==> config.mk <==
export PLATFORM = sky130hd
export DESIGN_NAME = riscv_selfcheck_monitor_flat
export DESIGN_NICKNAME = d
export VERILOG_FILES = /design/src/rtl/riscv_selfcheck_monitor_if.sv /design/src/rtl/riscv_selfcheck_monitor.sv /design/src/flat_wrapper.sv
export SDC_FILE = /design/constraint.sdc
export NUM_CORES = 1
export LEC_CHECK = 0
export CAP_MARGIN = 10
export CORE_ASPECT_RATIO = 0.5
export CORE_MARGIN = 4
export CORE_UTILIZATION = 35
export CTS_CLUSTER_SIZE = 30
export DETAILED_ROUTE_END_ITERATION = 12
export SYNTH_ARGS = -nofsm -noshare
export SYNTH_HDL_FRONTEND = slang
export SYNTH_SLANG_ARGS = --single-unit
==> constraint.sdc <==
create_clock -name clk -period 1.7 [get_ports clk]
set_clock_uncertainty 0.2 [all_clocks]
set_input_delay 0.34 -clock clk [delete_from_list [all_inputs] [get_ports clk]]
set_output_delay 0.34 -clock clk [all_outputs]
set_load 0.05 [all_outputs]
==> src/rtl/riscv_selfcheck_monitor_if.sv <==
// Bus bundle between a single-cycle core bench and its pass/fail monitor.
// The master drives the snooped core signals; the monitor (slave) returns the verdict.
interface riscv_selfcheck_monitor_if #(
  parameter int unsigned XLEN = 32,
  parameter int unsigned CW   = 6
);
  logic            enable;
  logic [XLEN-1:0] pc;
  logic            rd_we;
  logic [4:0]      rd_addr;
  logic [XLEN-1:0] rd_wdata;

  logic            done;
  logic            pass;
  logic            fail;
  logic            timeout;
  logic [XLEN-1:0] fail_pc;
  logic [XLEN-1:0] fail_data;
  logic [CW-1:0]   cycle_count;

  modport master (
    output enable, pc, rd_we, rd_addr, rd_wdata,
    input  done, pass, fail, timeout, fail_pc, fail_data, cycle_count
  );

  modport slave (
    input  enable, pc, rd_we, rd_addr, rd_wdata,
    output done, pass, fail, timeout, fail_pc, fail_data, cycle_count
  );
endinterface

==> src/rtl/riscv_selfcheck_monitor.sv <==
// Pass/fail monitor for a single-cycle RISC-V core. Watches one probe register for
// illegal writes and ends the run on PC out of range, a PC self-loop or a cycle budget.
// The verdict is sticky until enable drops or reset is asserted.
module riscv_selfcheck_monitor #(
  parameter int unsigned     XLEN            = 32,
  parameter int unsigned     PROBE_REG       = 31,
  parameter logic [XLEN-1:0] EXPECT          = '0,
  parameter int unsigned     PROG_WORDS      = 32,
  parameter int unsigned     HALT_REPEAT     = 2,
  parameter int unsigned     MAX_CYCLES      = 32,
  parameter bit              TIMEOUT_IS_FAIL = 1'b0,
  parameter int unsigned     CW              = $clog2(MAX_CYCLES + 1)
) (
  input logic                    clk,
  input logic                    reset,
  riscv_selfcheck_monitor_if.slave mon
);

  localparam int unsigned     RW        = $clog2(HALT_REPEAT + 1);
  localparam logic [XLEN-1:0] PcEnd     = XLEN'(PROG_WORDS * 4);
  localparam logic [4:0]      ProbeAddr = 5'(PROBE_REG);
  localparam logic [CW-1:0]   MaxCnt    = CW'(MAX_CYCLES);
  localparam logic [RW-1:0]   HaltCnt   = RW'(HALT_REPEAT);

  typedef enum logic [1:0] {StIdle, StRun, StPass, StFail} state_e;

  state_e          state_q, state_d;
  logic [CW-1:0]   cycle_q, cycle_d;
  logic [RW-1:0]   rep_q, rep_d;
  logic [XLEN-1:0] prev_pc_q, prev_pc_d;
  logic            prev_valid_q, prev_valid_d;
  logic            timeout_q, timeout_d;
  logic [XLEN-1:0] fail_pc_q, fail_pc_d;
  logic [XLEN-1:0] fail_data_q, fail_data_d;

  logic            probe_bad;
  logic            out_of_range;
  logic            same_pc;
  logic [CW-1:0]   cycle_inc;
  logic [RW-1:0]   rep_inc;

  // x0 can never be the probe, even if the parameter is misconfigured to 0.
  assign probe_bad    = mon.rd_we && (mon.rd_addr == ProbeAddr) && (mon.rd_addr != 5'd0) &&
                        (mon.rd_wdata != EXPECT);
  assign out_of_range = (mon.pc >= PcEnd);
  assign same_pc      = prev_valid_q && (mon.pc == prev_pc_q);
  assign cycle_inc    = cycle_q + CW'(1);
  assign rep_inc      = rep_q + RW'(1);

  // Next-state: enable gates everything, then run checks in priority order.
  always_comb begin
    state_d      = state_q;
    cycle_d      = cycle_q;
    rep_d        = rep_q;
    prev_pc_d    = prev_pc_q;
    prev_valid_d = prev_valid_q;
    timeout_d    = timeout_q;
    fail_pc_d    = fail_pc_q;
    fail_data_d  = fail_data_q;

    if (!mon.enable) begin
      state_d      = StIdle;
      cycle_d      = '0;
      rep_d        = '0;
      prev_pc_d    = '0;
      prev_valid_d = 1'b0;
      timeout_d    = 1'b0;
      fail_pc_d    = '0;
      fail_data_d  = '0;
    end else begin
      unique case (state_q)
        StIdle: begin
          // Start edge only arms the run; nothing is sampled yet.
          state_d      = StRun;
          cycle_d      = '0;
          rep_d        = '0;
          prev_valid_d = 1'b0;
          timeout_d    = 1'b0;
          fail_pc_d    = '0;
          fail_data_d  = '0;
        end
        StRun: begin
          cycle_d      = cycle_inc;
          prev_pc_d    = mon.pc;
          prev_valid_d = 1'b1;
          rep_d        = same_pc ? rep_inc : '0;
          if (probe_bad) begin
            state_d     = StFail;
            fail_pc_d   = mon.pc;
            fail_data_d = mon.rd_wdata;
          end else if (out_of_range) begin
            state_d = StPass;
          end else if (same_pc && (rep_inc == HaltCnt)) begin
            state_d = StPass;
          end else if (cycle_inc == MaxCnt) begin
            timeout_d = 1'b1;
            state_d   = TIMEOUT_IS_FAIL ? StFail : StPass;
          end
        end
        default: ; // verdict states hold until enable drops
      endcase
    end
  end

  // State and capture registers with asynchronous active-low reset.
  always_ff @(posedge clk or negedge reset) begin
    if (!reset) begin
      state_q      <= StIdle;
      cycle_q      <= '0;
      rep_q        <= '0;
      prev_pc_q    <= '0;
      prev_valid_q <= 1'b0;
      timeout_q    <= 1'b0;
      fail_pc_q    <= '0;
      fail_data_q  <= '0;
    end else begin
      state_q      <= state_d;
      cycle_q      <= cycle_d;
      rep_q        <= rep_d;
      prev_pc_q    <= prev_pc_d;
      prev_valid_q <= prev_valid_d;
      timeout_q    <= timeout_d;
      fail_pc_q    <= fail_pc_d;
      fail_data_q  <= fail_data_d;
    end
  end

  assign mon.done        = (state_q == StPass) || (state_q == StFail);
  assign mon.pass        = (state_q == StPass);
  assign mon.fail        = (state_q == StFail);
  assign mon.timeout     = timeout_q;
  assign mon.fail_pc     = fail_pc_q;
  assign mon.fail_data   = fail_data_q;
  assign mon.cycle_count = cycle_q;

endmodule

==> src/flat_wrapper.sv <==
// flat-port wrapper written by rule: the top's interface ports become plain ports
module riscv_selfcheck_monitor_flat 
#(
  parameter int unsigned     XLEN            = 32,
  parameter int unsigned     PROBE_REG       = 31,
  parameter logic [XLEN-1:0] EXPECT          = '0,
  parameter int unsigned     PROG_WORDS      = 32,
  parameter int unsigned     HALT_REPEAT     = 2,
  parameter int unsigned     MAX_CYCLES      = 32,
  parameter bit              TIMEOUT_IS_FAIL = 1'b0,
  parameter int unsigned     CW              = $clog2(MAX_CYCLES + 1)
)
  (clk, reset, mon_enable, mon_pc, mon_rd_we, mon_rd_addr, mon_rd_wdata, mon_done, mon_pass, mon_fail, mon_timeout, mon_fail_pc, mon_fail_data, mon_cycle_count);
  riscv_selfcheck_monitor_if #(.XLEN(XLEN), .CW(CW)) mon_i ();
  input logic clk;
  input logic reset;
  input wire logic [$bits(mon_i.enable)-1:0] mon_enable;
  input wire logic [$bits(mon_i.pc)-1:0] mon_pc;
  input wire logic [$bits(mon_i.rd_we)-1:0] mon_rd_we;
  input wire logic [$bits(mon_i.rd_addr)-1:0] mon_rd_addr;
  input wire logic [$bits(mon_i.rd_wdata)-1:0] mon_rd_wdata;
  output wire logic [$bits(mon_i.done)-1:0] mon_done;
  output wire logic [$bits(mon_i.pass)-1:0] mon_pass;
  output wire logic [$bits(mon_i.fail)-1:0] mon_fail;
  output wire logic [$bits(mon_i.timeout)-1:0] mon_timeout;
  output wire logic [$bits(mon_i.fail_pc)-1:0] mon_fail_pc;
  output wire logic [$bits(mon_i.fail_data)-1:0] mon_fail_data;
  output wire logic [$bits(mon_i.cycle_count)-1:0] mon_cycle_count;
  assign mon_i.enable = mon_enable;
  assign mon_i.pc = mon_pc;
  assign mon_i.rd_we = mon_rd_we;
  assign mon_i.rd_addr = mon_rd_addr;
  assign mon_i.rd_wdata = mon_rd_wdata;
  assign mon_done = mon_i.done;
  assign mon_pass = mon_i.pass;
  assign mon_fail = mon_i.fail;
  assign mon_timeout = mon_i.timeout;
  assign mon_fail_pc = mon_i.fail_pc;
  assign mon_fail_data = mon_i.fail_data;
  assign mon_cycle_count = mon_i.cycle_count;
  riscv_selfcheck_monitor #(.XLEN(XLEN), .PROBE_REG(PROBE_REG), .EXPECT(EXPECT), .PROG_WORDS(PROG_WORDS), .HALT_REPEAT(HALT_REPEAT), .MAX_CYCLES(MAX_CYCLES), .TIMEOUT_IS_FAIL(TIMEOUT_IS_FAIL), .CW(CW)) u_core (.clk(clk), .reset(reset), .mon(mon_i));
endmodule
==> impl_metrics.json <==
{
  "area.growth.synth_to_final_pct": 74.4,
  "worst_slew_pin_slew_ns": 0.339,
  "power.leakage_nw": 4.33,
  "report.final.slew_viol_count": 0,
  "post_route_cells_drive_above_1_share": 0.332,
  "antenna_cells": 0,
  "number_of_placed_instances_with_taps_included": 945,
  "critical-path-top-cell-by-count": "sky130_fd_sc_hd__buf_4",
  "ctsLongestPathBuffers": 2,
  "yosys.area_share.adder": 0.00468,
  "critical_path.startpoint_type": "input port",
  "synth_top_area_cell": "sky130_fd_sc_hd__dfrtp_1",
  "fraction_of_the_mapped_netlist_area_in_compound_gates": 0.0806,
  "power.density_cell_area_nw_per_um2": 817,
  "grt_max_degree": 42,
  "fin_tns_setup_ns": -10.94,
  "drt_pre_antenna_iters": 4,
  "grt_pass1_vias": 4803,
  "critPathRequiredTime_ns": 1.78,
  "floorplan.core_area_um2": 14700,
  "detail_route.vias_per_cell": 4.82,
  "tritoncts_buffer_count": 9,
  "detail_route_antenna_nets": 0,
  "drt-initial-drc-count": 232,
  "timing.critical_path.slowest_stage_cell": "sky130_fd_sc_hd__clkdlybuf4s50_1",
  "timing.critical_path.arrival_ns": 2.18,
  "cts-htree-levels": 3,
  "dp.final_hpwl_um": 11300,
  "synth_top_flop_cell": "sky130_fd_sc_hd__dfrtp_1",
  "design_area_final_um2": 9340,
  "max-cap-violations": 0,
  "syn-num-nets": 631,
  "violated_checks": "negative setup slack",
  "vertical_die_dimension_um": 95.4,
  "io_buffer_count": 146,
  "antenna_found_initial": 0,
  "min-delay-path-class": "in2reg",
  "grt_usage": 0.191,
  "finalWirelength_um": 17300,
  "hold_slack_ns": 0.0324,
  "syn-mean-instance-area_um2": 9.63,
  "insertion_delay_ns": 0.36,
  "final_core_util": 0.635,
  "via_count": 4753,
  "path_clk_slew_ns": 0.08,
  "worstSetupPathType": "in2reg",
  "std_cell_rows": 31,
  "die-width_um": 183,
  "detailed_place.area_um2": 8300,
  "synth_edf_count": 0,
  "syn-instance-count": 556,
  "post_syn_area_um2": 5350,
  "yosysWarnings": 0,
  "finalNonFillerCells": 987,
  "mux_cell_area_share_after_synthesis": 0.120,
  "cp.buffers_inverters": 3,
  "worstSetupEndpointType": "flip-flop",
  "final_gp_congestion": 0.808,
  "ys_seq_area_frac": 0.505,
  "status": "complete, but fails checks",
  "grt_overflow_total": 0,
  "synthArstFlopShare": 1.00,
  "max-slew-margin-rel": 0.774,
  "drt_drc_violations_left": 0,
  "cp_cell_sequence": "clkdlybuf4s50_1 > nor2b_1 > a2111oi_4 > buf_4 > nand4_1 > buf_4 > or3_1 > o21ai_2",
  "initial_core_util": 0.364,
  "floorplan.die_area_um2": 17500,
  "post-route-worst-setup-slack_ns": -0.401,
  "tritoncts": "yes",
  "finalCritPeriodShare": 1.24,
  "maxClockFrequency_mhz": 476,
  "ioPinCount": 147,
  "cpPeakStageDelay_ns": 0.52,
  "post_synth_xor_area_fraction": 0.0376,
  "hold_viol_final": 0,
  "nNetsFinal": 859,
  "clock-root-buffer": "sky130_fd_sc_hd__clkbuf_16",
  "synth.area.top_cells": "sky130_fd_sc_hd__dfrtp_1 50%, sky130_fd_sc_hd__mux2i_1 12%, sky130_fd_sc_hd__nand2_1 9.6%",
  "synth_top_cell_area_share": 0.505,
  "ys_types": 42,
  "setup_viol_count_final": 72,
  "synthSimpleGateAreaFrac": 0.170,
  "flop_and_latch_count_out_of_synthesis": 108,
  "routedWlPerCell_um": 17.5,
  "setup_repair_after_global_routing_missed_its_margin": "yes",
  "cp_max_fo": 3,
  "main_combinational_cell_family_by_area_after_synthesis": "simple AND/OR/NAND/NOR gates",
  "global_route_wire_length_before_repair_um": 26200,
  "vdd_ir_drop_max_uv": 545,
  "finalWorstPathRequiredPeriod_ns": 2.10,
  "clkSinkCount": 108,
  "timing.critical_path.max_delay_family": "buffers and inverters"
}
final cells by class:
type,instances,area (µm²)
tap,198,248
sequential,108,2700
clock buffer,9,225
inverter,73,274
multi-input combinational,347,2530
fill,1186,5360
clock inverter,7,109
timing repair buffer,245,3240
final timing paths:
check / start / cells past startpoint / end / slack, ns
max in group asynchronous: reset / 3 / u_core.mon.fail_data[3] / 0.57
max reg2reg: u_core.prev_pc_q[21] / 5 / u_core.state_q[1] / -0.37
min reg2reg: u_core.rep_q[1] / 2 / u_core.rep_q[1] / 0.30
max: mon_pc[27] / 8 / u_core.rep_q[0] / -0.40
min: mon_rd_wdata[21] / 3 / u_core.mon.fail_data[21] / 0.03
min in group asynchronous: reset / 2 / u_core.prev_pc_q[13] / 0.20
cell usage after synthesis (2+ instances only):
cell type and count:
sky130_fd_sc_hd__nand2_1 137, sky130_fd_sc_hd__dfrtp_1 108, sky130_fd_sc_hd__inv_1 73, sky130_fd_sc_hd__mux2i_1 64, sky130_fd_sc_hd__a21boi_0 33, sky130_fd_sc_hd__xnor2_1 20
sky130_fd_sc_hd__clkbuf_1 17, sky130_fd_sc_hd__nor4_1 13, sky130_fd_sc_hd__nor2b_1 10, sky130_fd_sc_hd__nand4_1 9, sky130_fd_sc_hd__buf_6 7, sky130_fd_sc_hd__o21ai_0 7
sky130_fd_sc_hd__nand2b_1 6, sky130_fd_sc_hd__nand3_1 5, sky130_fd_sc_hd__nor2_1 5, sky130_fd_sc_hd__a2111oi_0 3, sky130_fd_sc_hd__a21oi_1 3, sky130_fd_sc_hd__and2_1 3
sky130_fd_sc_hd__xor2_1 3, sky130_fd_sc_hd__buf_2 2, sky130_fd_sc_hd__buf_4 2, sky130_fd_sc_hd__ha_1 2, sky130_fd_sc_hd__o21ai_1 2, sky130_fd_sc_hd__o221ai_1 2
sky130_fd_sc_hd__o2bb2ai_1 2, sky130_fd_sc_hd__or3_1 2
layout by cell type, fill, tap and decap left out, types with 7 or more instances in the layout:
| cell type | count |
|---|---|
| sky130_fd_sc_hd__a21boi_0 | 23 |
| sky130_fd_sc_hd__buf_12 | 84 |
| sky130_fd_sc_hd__buf_16 | 7 |
| sky130_fd_sc_hd__buf_2 | 9 |
| sky130_fd_sc_hd__buf_4 | 64 |
| sky130_fd_sc_hd__buf_6 | 17 |
| sky130_fd_sc_hd__clkbuf_16 | 12 |
| sky130_fd_sc_hd__clkbuf_2 | 7 |
| sky130_fd_sc_hd__clkdlybuf4s50_1 | 16 |
| sky130_fd_sc_hd__dfrtp_1 | 108 |
| sky130_fd_sc_hd__dlygate4sd2_1 | 22 |
| sky130_fd_sc_hd__inv_1 | 70 |
| sky130_fd_sc_hd__mux2i_1 | 62 |
| sky130_fd_sc_hd__nand2_1 | 131 |
| sky130_fd_sc_hd__nand4_1 | 9 |
| sky130_fd_sc_hd__o21ai_0 | 7 |
| sky130_fd_sc_hd__xnor2_1 | 14 |
cell families (layout without fill, tap and decap cells):
group	Yosys count	in the layout
mux	64	64
fa+ha+maj	2	2
flops	108	108
xor+xnor	23	23
simple gates	199	199
buf+inv	101	334
compound gates	59	59
through the flow:
step / power, mW / setup WS, ns
finish: 7.63 / -0.401
global route: 7.95 / -0.505
CTS: 7.54 / -0.390
detailed placement: 4.91 / -0.960
global placement: 4.89 / -0.954
floorplan: 3.84 / -0.150
tightest hold or removal path, cell delays in order:
cell and delay (ns):
sky130_fd_sc_hd__buf_8 0.10, sky130_fd_sc_hd__nand2_1 0.05, sky130_fd_sc_hd__mux2i_1 0.06
routing by layer:
metal	wire length (µm)	share of wire	GRT usage
met5	0	0	0
met2	8100	0.47	0.316
met3	798	0.046	0.0362
met1	8170	0.47	0.264
met4	232	0.013	0.0397
sequential cells by signal (all words and copies together) (netlist names):
register                cells
u_core.mon.fail_data       32
u_core.mon.cycle_count      6
u_core.rep_q                2
u_core.state_q              2
u_core.prev_pc_q           32
u_core.mon.timeout          1
u_core.prev_valid_q         1
u_core.mon.fail_pc         32
repair_timing:
action / CTS / global route
pin swaps: 23 / 21
endpoints found under the hold margin: 91 / 0
cloned: 8 / 4
resized for setup: 165 / 69
setup buffers: 12 / 5
setup endpoints to repair: 71 / 87
hold buffers: 1 / 0
where the power goes:
group	internal (mW)	total (mW)	switching (mW)
clock	1.32	2.37	1.05
sequential	2.73	2.89	0.160
combinational	1.21	2.37	1.16
total	5.26	7.63	2.37
Power figures use the tool's default switching activity.
